File: config.mk
export PLATFORM = sky130hd
export DESIGN_NAME = pc_fetch_unit_flat
export DESIGN_NICKNAME = d
export VERILOG_FILES = /design/src/rtl/mips_pkg.sv /design/src/rtl/pc_fetch_unit_if.sv /design/src/rtl/pc_fetch_unit_irq_pending_latch.sv /design/src/rtl/pc_fetch_unit.sv /design/src/flat_wrapper.sv
export SDC_FILE = /design/constraint.sdc
export NUM_CORES = 1
export LEC_CHECK = 0
export ABC_AREA = 1
export CAP_MARGIN = 40
export CORE_ASPECT_RATIO = 2
export CORE_MARGIN = 2
export CORE_UTILIZATION = 30
export DETAILED_ROUTE_END_ITERATION = 16
export DONT_BUFFER_PORTS = 1
export RECOVER_POWER = 25
export SKIP_CTS_REPAIR_TIMING = 1
export SKIP_LAST_GASP = 1
export SLEW_MARGIN = 20
export SYNTH_ARGS = -nofsm -noshare
export SYNTH_HDL_FRONTEND = slang
export SYNTH_HIERARCHICAL = 1
export SYNTH_SLANG_ARGS = --single-unit
File: constraint.sdc
create_clock -name clk -period 3.2 [get_ports clk]
set_input_delay 0.48 -clock clk [delete_from_list [all_inputs] [get_ports clk]]
set_output_delay 0.48 -clock clk [all_outputs]
set_load 0.02 [all_outputs]
File: src/rtl/mips_pkg.sv
// Shared MIPS constants: next-PC select codes (also used by Control) and the
// default reset/interrupt/illegal-instruction vectors.
package mips_pkg;

  localparam logic [2:0] PCSRC_SEQ    = 3'b000;
  localparam logic [2:0] PCSRC_BRANCH = 3'b001;
  localparam logic [2:0] PCSRC_JUMP   = 3'b010;
  localparam logic [2:0] PCSRC_JR     = 3'b011;
  localparam logic [2:0] PCSRC_IRQ    = 3'b100;
  localparam logic [2:0] PCSRC_XADR   = 3'b101;

  localparam logic [31:0] DEF_RESET_VEC = 32'h8000_0000;
  localparam logic [31:0] DEF_IRQ_VEC   = 32'h8000_0004;
  localparam logic [31:0] DEF_XADR_VEC  = 32'h8000_0008;

  // Sequential successor; the kernel bit is never touched by the carry.
  function automatic logic [31:0] pc_plus4_f(input logic [31:0] pc);
    return {pc[31], pc[30:0] + 31'd4};
  endfunction

endpackage

File: src/rtl/pc_fetch_unit_if.sv
// Fetch-stage signal bundle between Control/datapath/ROM (master) and the
// fetch unit (slave). PC_FETCH_INSTR_CNT_EN adds the retired-cycle counter.
interface pc_fetch_unit_if;

  logic        stall;
  logic [2:0]  pc_src;
  logic        branch_taken;
  logic [31:0] reg_target;
  logic        irq_raw;
  logic [31:0] instr_rdata;
  logic [31:0] instr_addr;
  logic [31:0] instruction;
  logic [31:0] pc;
  logic [31:0] link_addr;
  logic        irq;
  logic        supervise;
`ifdef PC_FETCH_INSTR_CNT_EN
  logic [31:0] instr_cnt;

  modport master (
    output stall, pc_src, branch_taken, reg_target, irq_raw, instr_rdata,
    input  instr_addr, instruction, pc, link_addr, irq, supervise, instr_cnt
  );

  modport slave (
    input  stall, pc_src, branch_taken, reg_target, irq_raw, instr_rdata,
    output instr_addr, instruction, pc, link_addr, irq, supervise, instr_cnt
  );
`else
  modport master (
    output stall, pc_src, branch_taken, reg_target, irq_raw, instr_rdata,
    input  instr_addr, instruction, pc, link_addr, irq, supervise
  );

  modport slave (
    input  stall, pc_src, branch_taken, reg_target, irq_raw, instr_rdata,
    output instr_addr, instruction, pc, link_addr, irq, supervise
  );
`endif

endinterface

File: src/rtl/pc_fetch_unit_irq_pending_latch.sv
// Timer interrupt latch: rising-edge capture, hold until taken, and masking
// while the CPU runs in kernel (supervise) mode.
module irq_pending_latch (
  input  logic clk,
  input  logic reset,
  input  logic irq_raw,
  input  logic take,
  input  logic supervise,
  output logic irq
);

  logic irq_prev;
  logic irq_pending;
  logic irq_rise;

  assign irq_rise = irq_raw & ~irq_prev;

  // A new edge arriving in the same cycle as the take keeps the request alive.
  always_ff @(posedge clk) begin
    if (reset) begin
      irq_prev    <= 1'b0;
      irq_pending <= 1'b0;
    end else begin
      irq_prev    <= irq_raw;
      irq_pending <= irq_rise | (irq_pending & ~take);
    end
  end

  assign irq = irq_pending & ~supervise;

endmodule

File: src/rtl/pc_fetch_unit.sv
// Instruction-fetch stage: PC register, next-PC selection and interrupt latch.
// Optional macro PC_FETCH_INSTR_CNT_EN adds the instr_cnt output.
module pc_fetch_unit
  import mips_pkg::*;
#(
  parameter logic [31:0] RESET_VEC = DEF_RESET_VEC,
  parameter logic [31:0] IRQ_VEC   = DEF_IRQ_VEC,
  parameter logic [31:0] XADR_VEC  = DEF_XADR_VEC
) (
  input logic             clk,
  input logic             reset,
  pc_fetch_unit_if.slave  bus
);

  logic [31:0] pc_q;
  logic [31:0] pc_plus4;
  logic [30:0] branch_off;
  logic [31:0] branch_tgt;
  logic [31:0] jump_tgt;
  logic [31:0] jr_tgt;
  logic [31:0] next_pc;
  logic        irq_w;
  logic        take;

  assign pc_plus4   = pc_plus4_f(pc_q);
  assign branch_off = {{13{bus.instr_rdata[15]}}, bus.instr_rdata[15:0], 2'b00};
  assign branch_tgt = {pc_q[31], pc_plus4[30:0] + branch_off};
  assign jump_tgt   = {pc_plus4[31:28], bus.instr_rdata[25:0], 2'b00};
  // User code may only jump within user space; kernel JR may drop to user.
  assign jr_tgt     = {bus.reg_target[31] & pc_q[31], bus.reg_target[30:0]};

  always_comb begin
    next_pc = pc_plus4;
    case (bus.pc_src)
      PCSRC_SEQ:    next_pc = pc_plus4;
      PCSRC_BRANCH: next_pc = bus.branch_taken ? branch_tgt : pc_plus4;
      PCSRC_JUMP:   next_pc = jump_tgt;
      PCSRC_JR:     next_pc = jr_tgt;
      PCSRC_IRQ:    next_pc = IRQ_VEC;
      PCSRC_XADR:   next_pc = XADR_VEC;
      default:      next_pc = pc_plus4;
    endcase
  end

  always_ff @(posedge clk) begin
    if (reset) begin
      pc_q <= RESET_VEC;
    end else if (!bus.stall) begin
      pc_q <= next_pc;
    end
  end

  assign take = ~bus.stall & irq_w & (bus.pc_src == PCSRC_IRQ);

  irq_pending_latch u_irq (
    .clk       (clk),
    .reset     (reset),
    .irq_raw   (bus.irq_raw),
    .take      (take),
    .supervise (pc_q[31]),
    .irq       (irq_w)
  );

  // On interrupt entry the interrupted instruction is replayed, so link to it.
  assign bus.link_addr   = (bus.pc_src == PCSRC_IRQ) ? pc_q : pc_plus4;
  assign bus.pc          = pc_q;
  assign bus.instr_addr  = pc_q;
  assign bus.instruction = bus.instr_rdata;
  assign bus.irq         = irq_w;
  assign bus.supervise   = pc_q[31];

`ifdef PC_FETCH_INSTR_CNT_EN
  logic [31:0] cnt_q;

  always_ff @(posedge clk) begin
    if (reset) begin
      cnt_q <= 32'd0;
    end else if (!bus.stall) begin
      cnt_q <= cnt_q + 32'd1;
    end
  end

  assign bus.instr_cnt = cnt_q;
`endif

endmodule
File: src/flat_wrapper.sv
// flat-port wrapper written by rule: the top's interface ports become plain ports
module pc_fetch_unit_flat import mips_pkg::*;
#(
  parameter logic [31:0] RESET_VEC = DEF_RESET_VEC,
  parameter logic [31:0] IRQ_VEC   = DEF_IRQ_VEC,
  parameter logic [31:0] XADR_VEC  = DEF_XADR_VEC
)
  (clk, reset, bus_stall, bus_pc_src, bus_branch_taken, bus_reg_target, bus_irq_raw, bus_instr_rdata, bus_instr_addr, bus_instruction, bus_pc, bus_link_addr, bus_irq, bus_supervise);
  pc_fetch_unit_if bus_i ();
  input logic clk;
  input logic reset;
  input wire logic [$bits(bus_i.stall)-1:0] bus_stall;
  input wire logic [$bits(bus_i.pc_src)-1:0] bus_pc_src;
  input wire logic [$bits(bus_i.branch_taken)-1:0] bus_branch_taken;
  input wire logic [$bits(bus_i.reg_target)-1:0] bus_reg_target;
  input wire logic [$bits(bus_i.irq_raw)-1:0] bus_irq_raw;
  input wire logic [$bits(bus_i.instr_rdata)-1:0] bus_instr_rdata;
  output wire logic [$bits(bus_i.instr_addr)-1:0] bus_instr_addr;
  output wire logic [$bits(bus_i.instruction)-1:0] bus_instruction;
  output wire logic [$bits(bus_i.pc)-1:0] bus_pc;
  output wire logic [$bits(bus_i.link_addr)-1:0] bus_link_addr;
  output wire logic [$bits(bus_i.irq)-1:0] bus_irq;
  output wire logic [$bits(bus_i.supervise)-1:0] bus_supervise;
  assign bus_i.stall = bus_stall;
  assign bus_i.pc_src = bus_pc_src;
  assign bus_i.branch_taken = bus_branch_taken;
  assign bus_i.reg_target = bus_reg_target;
  assign bus_i.irq_raw = bus_irq_raw;
  assign bus_i.instr_rdata = bus_instr_rdata;
  assign bus_instr_addr = bus_i.instr_addr;
  assign bus_instruction = bus_i.instruction;
  assign bus_pc = bus_i.pc;
  assign bus_link_addr = bus_i.link_addr;
  assign bus_irq = bus_i.irq;
  assign bus_supervise = bus_i.supervise;
  pc_fetch_unit #(.RESET_VEC(RESET_VEC), .IRQ_VEC(IRQ_VEC), .XADR_VEC(XADR_VEC)) u_core (.clk(clk), .reset(reset), .bus(bus_i));
endmodule
After elaboration in Yosys (flattened, before gate mapping)
Index checks and enable logic that the tools add are counted.
- add/sub/neg operators: 2
- eq/ne operators: 5
- multiplexer cells: 3
- bitwise gates (word level): 13
- reductions and logical operators: 2
- operator list (cell ; count):
    $pmux W32 S5 ; 1
    $mux W31 ; 2
    $add A31 B3 Y31 const B ; 1
    $add A31 B31 Y31 ; 1
    $and A1 B1 Y1 ; 6
    $eq A3 B2 Y1 const B ; 2
    $eq A3 B3 Y1 const B ; 2
    $not A1 Y1 ; 6
    $reduce_and A4 Y1 ; 1
    $eq A3 B1 Y1 const B ; 1
    $reduce_bool A3 Y1 ; 1
    $or A1 B1 Y1 ; 1
- flip-flop bits (word level): 34
- input port bits: 72
- output and inout port bits: 130
- word-level logic and storage cells: 29

Depth between registers and ports, before layout
Gate-level depths: netlist of run 1.
- depth after elaboration: 7
- gate-level depth with buffers: 24
- mapped depth without buffers: 24

Cells and area by module
Netlist of run 1, hierarchy kept.
- by module, submodules not included (module ; instances ; cells each ; area an instance (µm²) ; seq. area each (µm²)):
    pc_fetch_unit ; 1 ; 999 ; 5654.2 ; 640.6
    irq_pending_latch ; 1 ; 12 ; 85.1 ; 40.0

Worst setup path before layout of run 1
Ideal clock, no wire load.
- kind: register to register
- from: register u_core.pc_q[3], in the netlist u_core/bus.instr_addr[3]
- to: register u_core.pc_q[27], in the netlist u_core/bus.instr_addr[27]
- setup time: 109 ps
- arrival time: 2915 ps
- required time: 3091 ps
- slack: 176 ps
- cell stages (with the launch flop): 25
- buffers on the path: 0
- period minus slack after synthesis: 3024 ps
- cells stage by stage: dfxtp_1 -> ha_1 -> nand2_1 -> nor2_2 -> nand2_1 -> nor3_2 -> nand3_2 -> nor2_2 -> nand2_2 -> xor2_2 -> inv_1 -> ha_1 -> nand2_1 -> nor2_1 -> nand2_1 -> nor3_1 -> nand2_1 -> nand2_1 -> nand2_1 -> nand3_1 -> nand2_1 -> nand2_1 -> nand3_1 -> nand2_1 -> inv_1
- longest elaborated chain between the ends: 4
- ends and longest elaborated chain (element ; RTL line ; source):
    start, declared ; pc_fetch_unit.sv:15 ; logic [31:0] pc_q;
    start signal, assigned ; pc_fetch_unit.sv:49 ; pc_q <= next_pc;
    $add A31 B3 Y31 (*) ; mips_pkg.sv:18 ; return {pc[31], pc[30:0] + 31'd4};
    $add A31 B31 Y31 ; pc_fetch_unit.sv:27 ; assign branch_tgt = {pc_q[31], pc_plus4[30:0] + branch_off};
    $mux W31 ; pc_fetch_unit.sv:36 ; PCSRC_BRANCH: next_pc = bus.branch_taken ? branch_tgt : pc_plus4;
    $pmux W32 S5 (*) ; pc_fetch_unit.sv:34 ; case (bus.pc_src)
Every way passes the cells marked *; elsewhere a longest branch is shown, timed or not.
A chain may end at the register's enable or synchronous reset.

Worst setup path in the final report of run 1
- from: register u_core.pc_q[7], in the netlist u_core/bus.instr_addr[7]
- to: register u_core.pc_q[24], in the netlist u_core/bus.instr_addr[24]
The elaborated chain is that of the path after synthesis.

==> results.txt, run 1 <==
worst reg2reg path depth - 20
R2R Path End - u_core/bus.instr_addr[24]
Max Root-Sink Buffers - 2
core area - 18700 µm²
Final Skew - 0.00485 ns
PD cells - 288 nW/µm²
Final Critical Period - 3.13 ns
library cells used by synthesis - 46
htree depth - 2
P_sw - 0.000925 W
pins over their slew limit - 0
Comb power frac - 51.6%
initial antenna violation count - 0
EDFF count, synth - 0
PortBufs - 0
HPWL after DPL - 20500 µm
ranking of synthesized cells by area - nand2_1 (19%), dfxtp_1 (12%), buf_4 (8.9%)
total grt overflow - 0
top_reg_cell synth - dfxtp_1
Hold Crit Class - in -> reg
Area Growth Syn to Fin - 25.3%
Flop pwr share - 24.1%
Mapped Cells - 1011
Final nets - 1164
Critical Path Fanout Max - 3
number of CTS-inserted buffers - 5
Skew-Pair Late Insertion Delay - 0.29 ns
switching portion of total power - 44.7%
DRT iter0 DRCs - 355
vias in the first global route - 6586
vias after detailed routing - 6878
first-pass GRT wire length - 35300 µm
share of the synthesized area in the top cell type - 18.7%
die area - 20300 µm²
CP Capture Point - u_core/bus.instr_addr[24]
Mapped Area - 5740 µm²
Setup CP Type - reg -> reg
overall power - 0.00207 W
clk sink count - 34
FF+latch count, synth - 34
Yosys warning count - 6
gr usage total - 23.3%
largest net degree at the start of global routing - 49
fmax - 320 MHz
RSZ-0062 raised after global routing - true
synthesized area per cell - 5.68 µm²
Site Rows - 71
crit path launch - u_core/bus.instr_addr[7]
WL/cell - 18.8 µm
Inst Count DP - 1297
Placer Congestion - 0.967
async set-reset flop share out of synthesis - 0%
Root Buffer - clkbuf_16
Peak VDD IR - 0.212 mV
Hold Crit Start - reset
Req. time, crit path - 3.38 ns
WL final - 24700 µm
Die Ht - 200 µm
status - finished, final reports clean
Starting Density - 30.6%
Pint - 0.00114 W
FF-to-FF setup slack - 0.07 ns
actual slew at the worst max-slew pin - 0.805 ns
fin crit share - 97.8%
critical path arrival - 3.31 ns
Post-DRT Antenna Nets - 0
CP Launch Type - flop
diode count - 0
Total Neg Setup Slack - 0 ns
CTS tree - done
post-synthesis sequential area ratio - 11.9%
IO Count - 202
Slew HR - 45.8%
Die Wd - 102 µm
clock share of power - 24.3%
layout cells sized above 1 - 28.3%
routed vias/inst - 5.24
final hold vios - 0
total of max-cap violations - 0
Worst Setup End Kind - flop
Post-Layout Cell Count - 1312
Synth Net Count - 1119
drt first pass iters - 5
Residual DRC - 0
Leak - 3.54 nW
Reg-to-Reg Start - u_core/bus.instr_addr[7]
area leader, netlist - nand2_1
Final setup viols - 0
Worst-path clk slew - 0.06 ns
## sequential cells by signal (all words and copies together) (netlist names)
name                      cells
u_core/bus.instr_addr        32
u_core/u_irq/irq_prev         1
u_core/u_irq/irq_pending      1
## cells in the final DEF (no fill, tap or decap), types with 12 or more instances in the layout
master   instances
a21oi_1         46
a21oi_2         12
a22oi_1         22
buf_4          129
dfxtp_1         15
dfxtp_2         15
ha_1            26
inv_1          125
inv_2           12
nand2_1        263
nand2_2         24
nand3_1         46
nor2_1          54
nor2_2          18
o21ai_0         88
## synth_stat cells, types with 2 or more instances
cell type and count:
nand3_1 53, xnor2_1 6, and2_1 2, o21bai_1 3
o21ai_1 4, nor2_1 74, a31oi_1 5, nand3b_1 3
nor2_4 2, o21ai_0 90, nand3_2 5, a21boi_0 2
o31ai_1 2, ha_1 35, a221oi_1 5, nor2_2 7
nor4_1 2, a21o_1 7, xor2_1 15, nand2_1 286
nor3_2 5, or2_2 4, dfxtp_1 34, a21oi_1 56
a21oi_2 3, nand2_2 7, nor3b_1 2, buf_4 68
inv_2 8, nor3_1 16, clkbuf_1 18, buf_2 5
a22oi_1 22, buf_1 4, nand4_1 11, inv_1 130
## cell families (layout without fill, tap and decap cells)
| group | count (synthesis) | count (layout) | synth area share, % |
|---|---|---|---|
| AND/OR/NAND/NOR | 481 | 481 | 36.3 |
| buffers and inverters | 234 | 280 | 19.9 |
| AO/OA/AOI/OAI | 204 | 204 | 20.4 |
| adder cells (fa/ha/maj) | 36 | 36 | 7.98 |
| flip-flops | 34 | 34 | 11.9 |
| XOR/XNOR | 22 | 22 | 3.49 |
## stage by stage
step / worst slack (ns) / cell area [µm²] / util, % / hold slack (ns)
finish: 0.0715 / 7190 / 38.4 / 0.255
global route: -0.124 / 7190 / 38.4 / 0.254
CTS: -0.156 / 6540 / 34.9 / 0.253
detailed placement: -0.138 / 6390 / 34.1 / 0.471
global placement: -0.143 / 6390 / 34.1 / 0.452
floorplan: 0.176 / 5740 / - / 0.442
## worst min path at each step
| stage | endpoint | depth (start not counted) | slack [ns] |
|---|---|---|---|
| floorplan | u_core/u_irq/irq_pending | 2 | 0.44 |
| global placement | u_core/u_irq/irq_pending | 2 | 0.45 |
| detailed placement | u_core/u_irq/irq_pending | 3 | 0.47 |
| CTS | u_core/bus.instr_addr[1] | 1 | 0.25 |
| global route | u_core/bus.instr_addr[1] | 1 | 0.25 |
| finish | u_core/bus.instr_addr[1] | 1 | 0.26 |
## area by class of cell
cell class              instances  area [µm²]
well taps                     255         319
repair buffers                133        1000
multi-input cells             743        4480
flip-flops and latches         34         714
clock inverters                 1        5.00
clock buffers                   7         143
inverters                     139         527
fillers                      2012       11600
## worst max-delay path: stages (launching register included)
cell and delay [ns]:
dfxtp_4 0.35, nand2_2 0.07, nor3_4 0.24, nand3_2 0.13, nor3_4 0.25, buf_6 0.15, xor2_4 0.17, inv_2 0.07
ha_4 0.27, nand2_2 0.06, buf_4 0.14, nor2_4 0.11, inv_2 0.06, nor3_4 0.23, nand4_1 0.19, nand3_1 0.13
nand2_1 0.06, nand3_2 0.09, nand2_2 0.07, a21oi_2 0.12, nor2_1 0.04
## power groups by stage
stage | logic [W] | clock network (W) | registers [W]
final | 0.00107 | 0.000503 | 0.000498
after floorplan | 0.000664 | 0 | 0.000536
after global placement | 0.000952 | 0 | 0.000500
after global routing | 0.00116 | 0.000512 | 0.000503
after detailed placement | 0.000959 | 0 | 0.000500
after CTS | 0.000962 | 0.000506 | 0.000491
## per-layer routing
metal	global-route usage [%]	up-vias	share of wire (%)
met5	0	-	0
met4	18.1	0	8.8
met3	1.96	98	5.7
met2	43.7	329	53
met1	22.5	3149	33
li1	-	3302	-
Note: power is estimated with default switching activity, not from simulation.
==> inputs of run 2 (changes only) <==
--- a/config.mk
+++ b/config.mk
@@ -10,6 +10,7 @@
 export CORE_ASPECT_RATIO = 2
 export CORE_MARGIN = 2
 export CORE_UTILIZATION = 30
+export CTS_BUF_LIST = sky130_fd_sc_hd__clkbuf_16
 export DETAILED_ROUTE_END_ITERATION = 16
 export DONT_BUFFER_PORTS = 1
 export RECOVER_POWER = 25
==> results.txt, run 2 (synthesis results as in run 1) <==
final worst slack - 0.0714 ns (-0.000144 ns)
Flop pwr share - 24.4% (+0.3 points)
routed vias/inst - 5.22 (-0.36%)
Final Util - 38.3% (-0.040 points)
total grt overflow - 0 (unchanged)
P_sw - 0.000923 W (-0.25%)
Post-DRT Antenna Nets - 0 (unchanged)
FF-to-FF setup slack - 0.07 ns (about the same)
Die Ht - 200 µm (unchanged)
layout cells sized above 1 - 28.5% (+0.19 points)
Final Critical Period - 3.13 ns (+0.000144 ns)
DRT iter0 DRCs - 381 (+7.3%)
PD cells - 284 nW/µm² (-1.3%)
Fillers - 2013 (+0.050%)
pins over their slew limit - 0 (unchanged)
Hold Crit Class - in -> reg
PortBufs - 0 (unchanged)
Setup CP Type - reg -> reg
Area Growth Syn to Fin - 25.2%
Seq. cell area - 714 µm² (unchanged)
first-pass GRT wire length - 35200 µm (about the same)
largest net degree at the start of global routing - 49 (unchanged)
HPWL after DPL - 20500 µm (unchanged)
Skew-Pair Late Insertion Delay - 0.29 ns (about the same)
Pint - 0.00111 W (-2.4%)
final hold vios - 0 (unchanged)
Residual DRC - 0 (unchanged)
diode count - 0 (unchanged)
Final nets - 1164 (unchanged)
Max Root-Sink Buffers - 2 (unchanged)
Peak VDD IR - 0.210 mV (-0.66%)
most frequent cells in the layout - nand2_1 (263), buf_4 (129), inv_1 (124)
most common library cell in the layout ignoring fill and taps - nand2_1
Placer Congestion - 0.967 (unchanged)
Multi-input gate area - 4490 µm² (about the same)
Post-Layout Cell Count - 1312 (unchanged)
met2 WL - 12900 µm (-0.63%)
vias after detailed routing - 6853 (-0.36%)
CTS tree - done
status - finished, final reports clean
Leak - 3.53 nW (-0.17%)
Top Metal Used - met4
clock share of power - 23.3% (-1.0 points)
number of CTS-inserted buffers - 5 (unchanged)
Root Buffer - clkbuf_16
Post-Place Setup Slack - -0.138 ns (unchanged)
routed wire length on met3 - 1260 µm (-11%)
htree depth - 2 (unchanged)
fin crit share - 97.8% (about the same)
clk sink count - 34 (unchanged)
Req. time, crit path - 3.38 ns (about the same)
Critical Path Fanout Max - 4 (+1)
CP Launch Type - flop
critical path arrival - 3.31 ns (about the same)
Inst Count DP - 1297 (unchanged)
fmax - 320 MHz (about the same)
Total Neg Setup Slack - 0 ns (unchanged)
Die Wd - 102 µm (unchanged)
WL/cell - 18.8 µm (about the same)
WL final - 24700 µm (about the same)
Worst Setup End Kind - flop
Final setup viols - 0 (unchanged)
total of max-cap violations - 0 (unchanged)
gr usage total - 23.3% (about the same)
switching portion of total power - 45.3% (+0.54 points)
drt first pass iters - 5 (unchanged)
Metal-1 WL - 8320 µm (+2.4%)
actual slew at the worst max-slew pin - 0.835 ns (+0.0305 ns)
vias in the first global route - 6573 (-0.20%)
Final Skew - 0.00498 ns (+0.000128 ns)
Slew HR - 43.7% (-2.1 points)
die area - 20300 µm² (unchanged)
Site Rows - 71 (unchanged)
Worst-path clk slew - 0.06 ns (about the same)
RSZ-0062 raised after global routing - true
overall power - 0.00204 W (-1.4%)
core area - 18700 µm² (unchanged)
Starting Density - 30.6% (unchanged)
initial antenna violation count - 0 (unchanged)
max reg flops - 32 (unchanged)
IO Count - 202 (unchanged)
Comb power frac - 52.3% (+0.7 points)
run 2: changes by cell type in the layout (fill, tap and decap cells not counted):
cell and delta:
inv_1 -1, clkinv_1 +1, clkbuf_1 -1, inv_2 +2
nor2_2 +1, clkbuf_8 -1, nor2_1 -1
run 2: per-stage QoR:
stage / hold slack [ns] / instance area (µm²)
global placement: 0.452 / 6390
detailed placement: 0.471 / 6390
floorplan: 0.442 / 5740
global route: 0.254 / 7180
finish: 0.258 / 7180
CTS: 0.253 / 6530
run 2: final timing paths:
check / startpoint / to / depth (start not counted)
max: u_core/bus.instr_addr[6] / u_core/bus.instr_addr[24] / 20
min: reset / u_core/bus.instr_addr[1] / 1
max reg2reg: u_core/bus.instr_addr[6] / u_core/bus.instr_addr[24] / 20
min reg2reg: u_core/u_irq/irq_prev / u_core/u_irq/irq_pending / 3
run 2: power groups by stage:
stage | clock [W] | combinational [W] | sequential (W)
floorplan | 0 | 0.000664 | 0.000536
global placement | 0 | 0.000952 | 0.000500
detailed placement | 0 | 0.000959 | 0.000500
CTS | 0.000478 | 0.000962 | 0.000491
global route | 0.000484 | 0.00116 | 0.000503
finish | 0.000474 | 0.00107 | 0.000498
run 2: critical path, stage by stage (launching register included):
cell and delay (ns):
dfxtp_4 0.36, nand2_2 0.07, nor3_4 0.24, nand3_2 0.13
nor3_4 0.25, buf_6 0.15, xor2_4 0.17, inv_2 0.07
ha_4 0.27, nand2_2 0.06, buf_4 0.14, nor2_4 0.11
inv_2 0.06, nor3_4 0.22, nand4_1 0.20, nand3_1 0.13
nand2_1 0.06, nand3_2 0.09, nand2_2 0.07, a21oi_2 0.12
nor2_1 0.04
run 2: final cells by class:
class | count | area share, %
Multi-Input combinational cell | 743 | 62.4
Timing Repair Buffer | 133 | 13.9
Sequential cell | 34 | 9.95
Inverter | 139 | 7.33
Tap cell | 255 | 4.44
Clock buffer | 5 | 1.74
Clock inverter | 3 | 0.174
run 2: per-layer routing:
metal	track usage (%)	vias to the layer above
met1	22.5	3147
met4	18.1	0
li1	-	3303
met2	43.6	297
met3	1.96	106
met5	0	-
